===== src/rtl/cpu_pkg.sv =====
// Shared CPU definitions: branch types, fetch states and instruction fields.
// Used by both the decoder and the fetch unit.
package cpu_pkg;

  localparam logic [1:0] BR_EQ = 2'd0;
  localparam logic [1:0] BR_GT = 2'd1;
  localparam logic [1:0] BR_GE = 2'd2;
  localparam logic [1:0] BR_NE = 2'd3;

  typedef enum logic [1:0] {
    FETCH = 2'd0,
    WAIT  = 2'd1,
    HOLD  = 2'd2
  } fetch_state_e;

  localparam int IMM_LSB = 0;
  localparam int IMM_MSB = 15;
  localparam int TGT_LSB = 0;
  localparam int TGT_MSB = 25;

endpackage


===== src/rtl/branch_cond_eval.sv =====
// Branch condition evaluation from ALU flags.
// Purely combinational.
module branch_cond_eval
  import cpu_pkg::*;
(
  input  logic [1:0] branch_type_i,
  input  logic       zero_i,
  input  logic       neg_i,
  output logic       taken_o
);

  always_comb begin
    taken_o = 1'b0;
    unique case (branch_type_i)
      BR_EQ: taken_o = zero_i;
      BR_GT: taken_o = !zero_i && !neg_i;
      BR_GE: taken_o = !neg_i;
      BR_NE: taken_o = !zero_i;
      default: taken_o = 1'b0;
    endcase
  end

endmodule


===== src/rtl/instr_fetch_unit.sv =====
// Registered fetch stage: PC, imem req/ack handshake, next-PC select.
// Instruction is held for execute until it signals ready.
module instr_fetch_unit
  import cpu_pkg::*;
#(
  parameter logic [31:0] RESET_PC = 32'h0000_0000,
  parameter int          ADDR_W   = 32
) (
  input  logic              clk_i,
  input  logic              rst_i,
  output logic              imem_req_o,
  output logic [ADDR_W-1:0] imem_addr_o,
  input  logic              imem_ack_i,
  input  logic [31:0]       imem_data_i,
  output logic [31:0]       instr_o,
  output logic [ADDR_W-1:0] pc_o,
  output logic              instr_valid_o,
  input  logic              instr_ready_i,
  input  logic              branch_i,
  input  logic [1:0]        branch_type_i,
  input  logic              jump_i,
  input  logic              zero_i,
  input  logic              neg_i
);

  fetch_state_e      r_state;
  fetch_state_e      w_next_state;
  logic [ADDR_W-1:0] r_pc;
  logic [ADDR_W-1:0] r_pc_o;
  logic [31:0]       r_instr;
  logic              w_capture;
  logic              w_advance;
  logic              w_taken;
  logic [ADDR_W-1:0] w_pc4;
  logic [ADDR_W-1:0] w_jmp_tgt;
  logic [ADDR_W-1:0] w_br_off;
  logic [ADDR_W-1:0] w_br_tgt;
  logic [ADDR_W-1:0] w_next_pc;

  branch_cond_eval u_cond (
    .branch_type_i (branch_type_i),
    .zero_i        (zero_i),
    .neg_i         (neg_i),
    .taken_o       (w_taken)
  );

  always_comb begin
    w_next_state = r_state;
    w_capture    = 1'b0;
    w_advance    = 1'b0;
    unique case (r_state)
      FETCH: begin
        w_capture    = imem_ack_i;
        w_next_state = imem_ack_i ? HOLD : WAIT;
      end
      WAIT: begin
        w_capture = imem_ack_i;
        if (imem_ack_i) w_next_state = HOLD;
      end
      HOLD: begin
        w_advance = instr_ready_i;
        if (instr_ready_i) w_next_state = FETCH;
      end
      default: w_next_state = FETCH;
    endcase
  end

  assign w_pc4     = r_pc_o + 32'd4;
  assign w_jmp_tgt = {w_pc4[31:28], r_instr[TGT_MSB:TGT_LSB], 2'b00};
  assign w_br_off  = {{14{r_instr[IMM_MSB]}},
                      r_instr[IMM_MSB:IMM_LSB], 2'b00};
  assign w_br_tgt  = w_pc4 + w_br_off;

  // Jump outranks a taken branch when both are flagged.
  always_comb begin
    w_next_pc = w_pc4;
    priority case (1'b1)
      jump_i:              w_next_pc = w_jmp_tgt;
      branch_i && w_taken: w_next_pc = w_br_tgt;
      default:             w_next_pc = w_pc4;
    endcase
  end

  always_ff @(posedge clk_i) begin
    if (rst_i) begin
      r_state <= FETCH;
      r_pc    <= RESET_PC;
      r_pc_o  <= RESET_PC;
      r_instr <= 32'h0;
    end else begin
      r_state <= w_next_state;
      if (w_capture) begin
        r_instr <= imem_data_i;
        r_pc_o  <= r_pc;
      end
      if (w_advance) r_pc <= w_next_pc;
    end
  end

  assign imem_req_o    = (r_state == FETCH) || (r_state == WAIT);
  assign imem_addr_o   = r_pc;
  assign instr_valid_o = (r_state == HOLD);
  assign instr_o       = r_instr;
  assign pc_o          = r_pc_o;

endmodule


===== config.mk =====
export PLATFORM = sky130hd
export DESIGN_NAME = instr_fetch_unit
export DESIGN_NICKNAME = d
export VERILOG_FILES = /design/src/rtl/cpu_pkg.sv /design/src/rtl/branch_cond_eval.sv /design/src/rtl/instr_fetch_unit.sv
export SDC_FILE = /design/constraint.sdc
export NUM_CORES = 1
export LEC_CHECK = 0
export ABC_CLOCK_PERIOD_IN_PS = 3400
export BUFFER_PORTS_ARGS = -buffer_cell sky130_fd_sc_hd__buf_2
export CAP_MARGIN = 20
export CORE_MARGIN = 2
export CORE_UTILIZATION = 45
export DETAILED_ROUTE_END_ITERATION = 10
export PLACE_DENSITY_LB_ADDON = 0.1
export SLEW_MARGIN = 40
export SYNTH_ARGS = -nofsm -noshare
export SYNTH_HDL_FRONTEND = slang
export SYNTH_SLANG_ARGS = --single-unit

===== constraint.sdc =====
create_clock -name clk_i -period 3.4 [get_ports clk_i]
set_clock_uncertainty 0.1 [all_clocks]
set_input_delay 1.02 -clock clk_i [delete_from_list [all_inputs] [get_ports clk_i]]
set_output_delay 1.02 -clock clk_i [all_outputs]
set_load 0.005 [all_outputs]

Word-level counts from Yosys, hierarchy flattened
Cells that the tools add are included.

word-level totals
  register bits = 98
  input bits = 42
  logic and storage cells = 31

cells by class
  add/sub/neg operators = 2
  equality and inequality tests = 7
  multiplexer cells = 9
  reduce and logical (&&, ||, !) cells = 9

operators with widths
  cell                   count
  $mux 32                2
  $add 32x3->32 const B  1
  $add 32x32->32         1
  $eq 2x2->1 const B     3
  $mux 2                 3
  $pmux 2 s3             1
  $eq 2x1->1 const B     2
  $logic_not 2->1        2
  $pmux 1 s4             1
  $logic_and 1x1->1      2
  $logic_not 1->1        2
  $mux 1                 2
  $ne 2x1->1 const B     1
  $ne 2x2->1 const B     1
  $reduce_and 2->1       1
  $reduce_or 2->1        1
  $logic_or 1x1->1       1

Logic depth before layout (Yosys ltp)
Gate-level depths: netlist (run 1).

  depth in word-level cells = 6
  mapped depth = 17
  mapped depth without buffers = 16

Modules after synthesis
A second synthesis (run 1) with hierarchy kept.

second synthesis, totals
  cells, all modules = 816
  area, all modules = 6088.3 sq um

modules (own cells, without submodules)
  module            times used  cells each  area each (sq um)  sequential area each (sq um)
  instr_fetch_unit  1           811         6058.3             1961.9
  branch_cond_eval  1           5           30.0               0.0

Worst setup path before layout (run 1)
No wires, ideal clock.

  path kind = flip-flop to flip-flop
  start point = register r_pc_o[12] (netlist: pc_o[12])
  end point = register r_pc[31] (netlist: imem_addr_o[31])
  setup time = 0.130 ns
  arrival time = 3.221 ns
  path slack = -0.051 ns
  stages on the path, launching flop included = 17
  cell sequence = dfxtp_1 -> and3_1 -> and3_1 -> nand3_1 -> nor2_1 -> nand4_1 -> xnor2_1 -> ha_1 -> buf_4 -> a21o_1 -> o21bai_1 -> a21oi_1 -> o21ai_0 -> or4_1 -> a31oi_1 -> xnor2_1 -> o22ai_1

between the ends
  longest elaborated chain between the ends = 4

ends and longest elaborated chain
  item                    RTL line                RTL
  start, declared         instr_fetch_unit.sv:29  logic [ADDR_W-1:0] r_pc_o;
  start signal, assigned  instr_fetch_unit.sv:94  r_pc_o <= r_pc;
  $add 32x3->32 *         instr_fetch_unit.sv:68  assign w_pc4 = r_pc_o + 32'd4;
  $add 32x32->32          instr_fetch_unit.sv:72  assign w_br_tgt = w_pc4 + w_br_off;
  $mux 32                 instr_fetch_unit.sv:77  priority case (1'b1)
  $mux 32 *               instr_fetch_unit.sv:77
  end signal, assigned    instr_fetch_unit.sv:96  if (w_advance) r_pc <= w_next_pc;
  end, declared           instr_fetch_unit.sv:28  logic [ADDR_W-1:0] r_pc;

Every way passes the cells marked *; elsewhere a longest branch is shown, timed or not.
A chain may end at the register's enable or synchronous reset.

Worst setup path in the final report (run 1)
  start point = register r_pc_o[7] (netlist: pc_o[7])
  end point = register r_pc[30] (netlist: imem_addr_o[30])

Same word-level chain as after synthesis.

==> results of run 1 <==
==> timing repair <==
action	in CTS	in global routing
setup buffers	13	15
pin swaps	42	49
endpoints found under the setup margin	10	13
gates resized for setup	41	40
==> per-layer routing <==
| layer | track usage (%) | up-vias |
|---|---|---|
| li1 | - | 3323 |
| met1 | 40.8 | 3125 |
| met2 | 46.0 | 276 |
| met3 | 6.04 | 32 |
| met4 | 10.7 | 0 |
| met5 | 0 | - |
==> cell type report <==
cell class / instances / area (um^2) / area share, %
sequential: 98 / 1970 / 23.1
clock inverter: 7 / 92.6 / 1.09
clock buffer: 9 / 225 / 2.64
inverter: 9 / 33.8 / 0.396
multi-input combinational: 655 / 4290 / 50.3
timing repair buffer: 266 / 1690 / 19.8
tap: 176 / 220 / 2.58
==> worst max-delay path: stages (launching register included) <==
cell      delay, ps
dfxtp_2         330
and4_4          250
nand4_1         240
nor2_4          240
nand2b_4        100
buf_4           140
xnor2_1         310
ha_1            260
buf_4           130
a21oi_1          40
o21bai_1        290
a21oi_1         120
o21ai_1         220
a41oi_4          70
o21ai_2         160
mux2i_1          80
o311a_1         290
==> cell families after synthesis <==
group	share of synthesized area [%]
compound gates	24.7
xor+xnor	7.04
fa+ha+maj	7.92
buf+inv	3.75
flops	32.2
mux	0.821
simple gates	23.6
==> state kept, by name, summed over array words and instances (netlist names) <==
register / flops
instr_o: 32
r_state: 2
imem_addr_o: 32
pc_o: 32
==> synth_stat cells, types with 4 or more instances <==
| cell type | number |
|---|---|
| buf_1 | 6 |
| inv_1 | 9 |
| mux2i_1 | 5 |
| nor2_1 | 43 |
| or3_1 | 7 |
| a211oi_1 | 5 |
| and3_1 | 10 |
| o22ai_1 | 9 |
| o21ai_0 | 24 |
| o211ai_1 | 16 |
| xnor2_1 | 29 |
| a21o_1 | 13 |
| nor3_1 | 12 |
| nand4_1 | 15 |
| a21oi_1 | 116 |
| o21bai_1 | 7 |
| nand2b_1 | 6 |
| clkbuf_1 | 30 |
| nand2_1 | 196 |
| a22oi_1 | 4 |
| ha_1 | 37 |
| dfxtp_1 | 98 |
| nand3_1 | 18 |
| xor2_1 | 20 |
==> power breakdown <==
part / internal (mW) / total (mW) / switching, mW
sequential: 1.18 / 1.22 / 0.0385
combinational: 0.165 / 0.407 / 0.242
clock: 0.592 / 1.11 / 0.523
==> per-stage QoR <==
step / util (%) / worst slack [ps] / hold WS (ps) / TNS [ps]
after floorplan: - / 12.7 / 321 / 0
after global placement: 57.4 / -159 / 340 / -558
after detailed placement: 57.4 / -234 / 350 / -926
after CTS: 62.0 / -96.2 / 361 / -97.6
after global routing: 64.4 / -223 / 386 / -2060
final: 64.4 / -109 / 358 / -392
==> worst paths after layout <==
kind | startpoint | endpoint | slack [ps] | cells past startpoint
min reg2reg | instr_o[26] | instr_o[26] | 360 | 2
max reg2reg | pc_o[7] | imem_addr_o[30] | -110 | 16
max | pc_o[7] | imem_addr_o[30] | -110 | 16
min | instr_o[26] | instr_o[26] | 360 | 2
==> summary.md, run 1 <==
| Metric | Value |
|---|---|
| Status | `finished with violations` |
| Failing checks | `negative setup slack` |
| DR WL/cell | `between 15 and 20 um` |
| Core box area | `approximately 13000 um^2` |
| Primary FF master, synth | `dfxtp_1` |
| Clock Latency Late Sink | `between 300 and 400 ps` |
| Synth area leaders | `dfxtp_1, nand2_1, a21oi_1, ha_1, xnor2_1` |
| Setup ws final | `-109 ps` |
| Tcrit/Tclk final | `103%` |
| Worst slew margin | `roughly 54%` |
| Die height | `around 120 um` |
| CP max FO | `4` |
| RSZ-0062 raised after global routing | `yes` |
| Initial DRC count | `405` |
| Die area | `14500 um^2` |
| Fin. max-slew vios | `0` |
| TritonCTS clock tree | `built` |
| Total gr overflow | `0` |
| Critical path startpoint category | `flop` |
| Required @ worst endpoint | `3550 ps` |
| Buffers from clock root to sink, at most | `2` |
| DR vias | `6756` |
| Overall power | `roughly 2.7 mW` |
| Max-Cap Viols | `0` |
| Largest net degree at the start of global routing | `between 90 and 100` |
| TritonCTS Buffers | `9` |
| Area Growth Syn to Fin | `39.8%` |
| Final WL | `between 20000 and 25000 um` |
| Syn Inst Count | `between 800 and 900` |
| PortBufs | `~140` |
| Placed insts | `1176` |
| Crit end category | `flop` |
| Synth warn | `0` |
| Die width | `approximately 120 um` |
| Power per cell area | `approximately 320 nW/um^2` |
| Most common cell after layout, fill and taps aside | `nand2_1` |
| Min-delay worst type | `flop to flop` |
| Syn Area/Cell | `7.59 um^2` |
| Top layer in use | `met4` |
| Final setup fails | `7` |
| Row count | `42` |
| Area after DPL | `around 7600 um^2` |
| Met3 wire length | `between 1500 and 2000 um` |
| Filler Cell Count | `between 1000 and 1500` |
| M1 WL | `around 10000 um` |
| Setup Crit Path Kind | `flop to flop` |
| Post-synth EDFFs | `0` |
| Post-synthesis cell area | `6100 um^2` |
| H-tree Lvls | `3` |
| Final hold vios | `0` |
| Commonest non-fill, non-tap cells in the layout | `nand2_1, buf_2, buf_4` |
| Syn_nets | `884` |
| GP Congestion | `between 0.9 and 1` |
| Synth top area share | `between 30% and 40%` |
| Met2 wire length | `roughly 10000 um` |
| Yosys cell types | `just over 70` |
| FF+latch count, synth | `between 90 and 100` |
| Tot GR Track Use | `about 30%` |
| Router iterations before antenna repair | `5` |
| Clock sink total | `~100` |
| DRC viols | `0` |
| CTS Hold Bufs | `0` |
| Clock slew at reported path FFs | `around 80 ps` |
| Register area share after synthesis | `approximately 32%` |
| Worst Path Arrival | `3660 ps` |
| Initial antenna violation count | `0` |
| Slew @ Worst Pin | `slightly below 700 ps` |
| Final instance area | `between 8000 and 9000 um^2` |
| Avg Vias per Cell | `about 5.5` |
| Final min period | `about 3500 ps` |
| Max Freq | `around 0.28 GHz` |
| Antenna cells | `0` |
| Vias in the first global route | `around 6400` |
| CTS root buffer | `clkbuf_16` |
| P_leak | `slightly below 4 nW` |
| Final net count | `1119` |
| Post-DRT Antenna Nets | `0` |
| Synth area leader | `dfxtp_1` |
| Share of flip-flops with an asynchronous set or reset | `0%` |
| Post-DP HPWL | `15600 um` |
| Layout cells sized above 1 | `between 30% and 40%` |
| Max IR drop VDD | `approximately 270 uV` |
| Initial Util | `between 40% and 50%` |
| Post-route non-filler standard cell count | `between 1000 and 1500` |
| First-pass GRT wire length | `33900 um` |
| Ports | `140` |
(Power assumes the default switching activity.)
==> run 2: changes to the inputs <==
--- a/config.mk
+++ b/config.mk
@@ -7,3 +7,3 @@
 export LEC_CHECK = 0
-export ABC_CLOCK_PERIOD_IN_PS = 3400
+export ABC_CLOCK_PERIOD_IN_PS = 3100
 export BUFFER_PORTS_ARGS = -buffer_cell sky130_fd_sc_hd__buf_2
==> constraint.sdc (replaced) <==
create_clock -name clk_i -period 3.1 [get_ports clk_i]
set_clock_uncertainty 0.1 [all_clocks]
set_input_delay 0.93 -clock clk_i [delete_from_list [all_inputs] [get_ports clk_i]]
set_output_delay 0.93 -clock clk_i [all_outputs]
set_load 0.02 [all_outputs]
==> run 2 against run 1 <==
The run still ends with negative setup slack left. Power up 8.7%. Global-route usage up 1.4 points. Routed wire length increased by 3.6%. Non-clock buffer count rose by 46. Clock-buffer cell count up 1. Critical path depth did not move. Die area stayed put. First-iteration DRC count increased by 25%. Critical endpoint is now imem_addr_o[31]. Largest power group unchanged.
==> summary.md, run 2 (synthesis results as in run 1) <==
| Metric | Value |
|---|---|
| Status | `finished with violations` |
| Failing checks | `negative setup slack` |
| Ports | `140` |
| CP max FO | `5` |
| Initial Util | `a little under half` |
| Post-DP HPWL | `16600 um` |
| Vias in the first global route | `around 7000` |
| Final setup fails | `18` |
| Tot GR Track Use | `31.1%` |
| Max-Cap Viols | `0` |
| WHS Path Cells | `2` |
| Initial DRC count | `between 500 and 600` |
| Required @ worst endpoint | `3230 ps` |
| DR vias | `between 7000 and 8000` |
| Power per cell area | `approximately 330 nW/um^2` |
| HP Start | `instr_o[29]` |
| TritonCTS clock tree | `built` |
| Clock power share | `37.2%` |
| Initial antenna violation count | `0` |
| Total gr overflow | `0` |
| Setup TNS | `-5540 ps` |
| Antenna cells | `0` |
| Die height | `between 100 and 150 um` |
| Crit end category | `flop` |
| CTS Hold Bufs | `0` |
| Core box area | `between 10000 and 15000 um^2` |
| CP most frequent cell | `nand4_1` |
| Min-delay worst type | `flop to flop` |
| WP buf/inv | `2` |
| FF-to-FF Start | `pc_o[7]` |
| Flop2flop setup slack | `-490 ps` |
| P_leak | `roughly 4.2 nW` |
| Cell internal pwr | `roughly 2 mW` |
| Overall power | `approximately 3.0 mW` |
| CP Cell Sequence | `and4_4, nand4_1, nor2_4, nand2_2, xnor2_4, ha_4, buf_6, nand4_1, nor2_2, buf_4, o211ai_2, a211oi_2, or4_4, a31oi_4, xnor2_1, o22ai_1` |
| Most common cell after layout, fill and taps aside | `nand2_1` |
| Worst slew margin | `roughly three fifths` |
| CTS root buffer | `clkbuf_16` |
| Buffers from clock root to sink, at most | `2` |
| Hold endpoint | `instr_o[29]` |
| RSZ-0062 raised after global routing | `yes` |
| H-tree Lvls | `3` |
| Crit path max-delay family | `simple AND/OR/NAND/NOR gates` |
| Final min period | `3590 ps` |
| Launch point of the worst path | `pc_o[7]` |
| DR WL/cell | `~18 um` |
| Clock slew at reported path FFs | `70 ps` |
| Layout cells sized above 1 | `about 40%` |
| Worst Path Arrival | `roughly 3700 ps` |
| Switch Pwr | `between 0.9 and 1 mW` |
| Net Sw Frac | `a little under a third` |
| Critical path startpoint category | `flop` |
| Final net count | `1165` |
| First-pass GRT wire length | `35400 um` |
| Max IR drop VDD | `roughly 400 uV` |
| Router iterations before antenna repair | `5` |
| Multi-input gate area | `approximately 4500 um^2` |
| Worst Reg-to-Reg Cells | `16` |
| Avg Vias per Cell | `about 5.6` |
| Final hold vios | `0` |
| Setup ws final | `-487 ps` |
| GP Congestion | `about 0.94` |
| Commonest non-fill, non-tap cells in the layout | `nand2_1, buf_4, buf_2` |
| Fin. max-slew vios | `0` |
| Max Freq | `0.279 GHz` |
| Post-DRT Antenna Nets | `0` |
| Worst r2r dst | `imem_addr_o[31]` |
| DRC viols | `0` |
| Row count | `42` |
| Clock Latency Late Sink | `about 360 ps` |
| Sequential power share | `44.6%` |
| Die area | `14500 um^2` |
| TritonCTS Buffers | `9` |
| Clock sink total | `around 100` |
| Slew @ Worst Pin | `a little over 600 ps` |
| Largest net degree at the start of global routing | `between 90 and 100` |
| Crit path largest cell delay | `~540 ps` |
| Combinational power share | `roughly 18%` |
| Sequential Area | `approximately 2000 um^2` |
| Area Growth Syn to Fin | `48.0%` |
| Die width | `between 100 and 150 um` |
| Filler Cell Count | `about 1200` |
| PortBufs | `approximately 140` |
| Final WL | `22900 um` |
| Tcrit/Tclk final | `116%` |
| CP max-delay cell | `or4_4` |
| Setup Crit Path Kind | `flop to flop` |
==> run 2: cell types whose count changed in the layout (fill, tap and decap cells not counted), sizes merged <==
cell      delta
buf         +46
bufinv       -1
clkbuf       +1
clkinv       -1
clkinvlp     +3
inv          -2
==> run 2: timing repair <==
item / 4_1_cts / 5_1_grt
pin swaps: 38 / 52
gates resized for setup: 49 / 61
endpoints found under the setup margin: 18 / 20
setup buffers: 16 / 7
==> run 2: routing by layer <==
layer	part of all wire [%]	routed length (um)	vias to the layer above	GRT usage, %
met5	0	0	-	0
met4	2.2	502	0	9.81
met3	6.3	1440	41	5.57
met2	47	10700	257	50.4
met1	45	10300	3351	42.0
li1	-	-	3405	-
==> run 2: how the worst max path moves through the flow <==
stage	cells after the start	slack [ps]	endpoint
final	16	-490	imem_addr_o[31]
after global routing	16	-610	imem_addr_o[31]
after CTS	15	-320	imem_addr_o[31]
after detailed placement	15	-580	imem_addr_o[31]
after global placement	15	-570	imem_addr_o[31]
after floorplan	14	-160	imem_addr_o[31]
==> run 2: worst register-to-register path, stage by stage (launching register included) <==
cell      delay (ps)
dfxtp_4          350
and4_4           250
nand4_1          240
nor2_4           310
nand2_2          140
xnor2_4          190
ha_4             240
buf_6            130
nand4_1          150
nor2_2            70
buf_4            130
o211ai_2          80
a211oi_2         150
or4_4            540
a31oi_4          190
xnor2_1          140
o22ai_1           80
==> run 2: power by group through the flow <==
| stage | registers, mW | logic [mW] | clock network (mW) |
|---|---|---|---|
| 2_1_floorplan | 1.40 | 0.238 | 0 |
| 4_1_cts | 1.33 | 0.512 | 1.12 |
| 3_5_place_dp | 1.36 | 0.495 | 0 |
| 6_report | 1.33 | 0.541 | 1.11 |
| 3_3_place_gp | 1.36 | 0.488 | 0 |
| 5_1_grt | 1.33 | 0.585 | 1.18 |
==> run 2: per-stage QoR <==
| step | utilization [%] | std cells | setup slack [ps] | cell area [um^2] | hold WS [ps] |
|---|---|---|---|---|---|
| CTS | 65.7 | 1262 | -325 | 8700 | 355 |
| global route | 68.2 | 1266 | -609 | 9030 | 379 |
| finish | 68.2 | 1266 | -487 | 9030 | 353 |
| global placement | 60.8 | 1230 | -573 | 8060 | 342 |
| floorplan | - | 804 | -165 | 6170 | 321 |
| detailed placement | 60.8 | 1230 | -583 | 8060 | 345 |
==> run 2: area by class of cell <==
cell class	count	area share, %
clock buffers	10	2.54
clock inverters	6	0.568
inverters	9	0.374
multi-input cells	655	49.4
flip-flops and latches	98	22.1
well taps	176	2.44
repair buffers	312	22.5
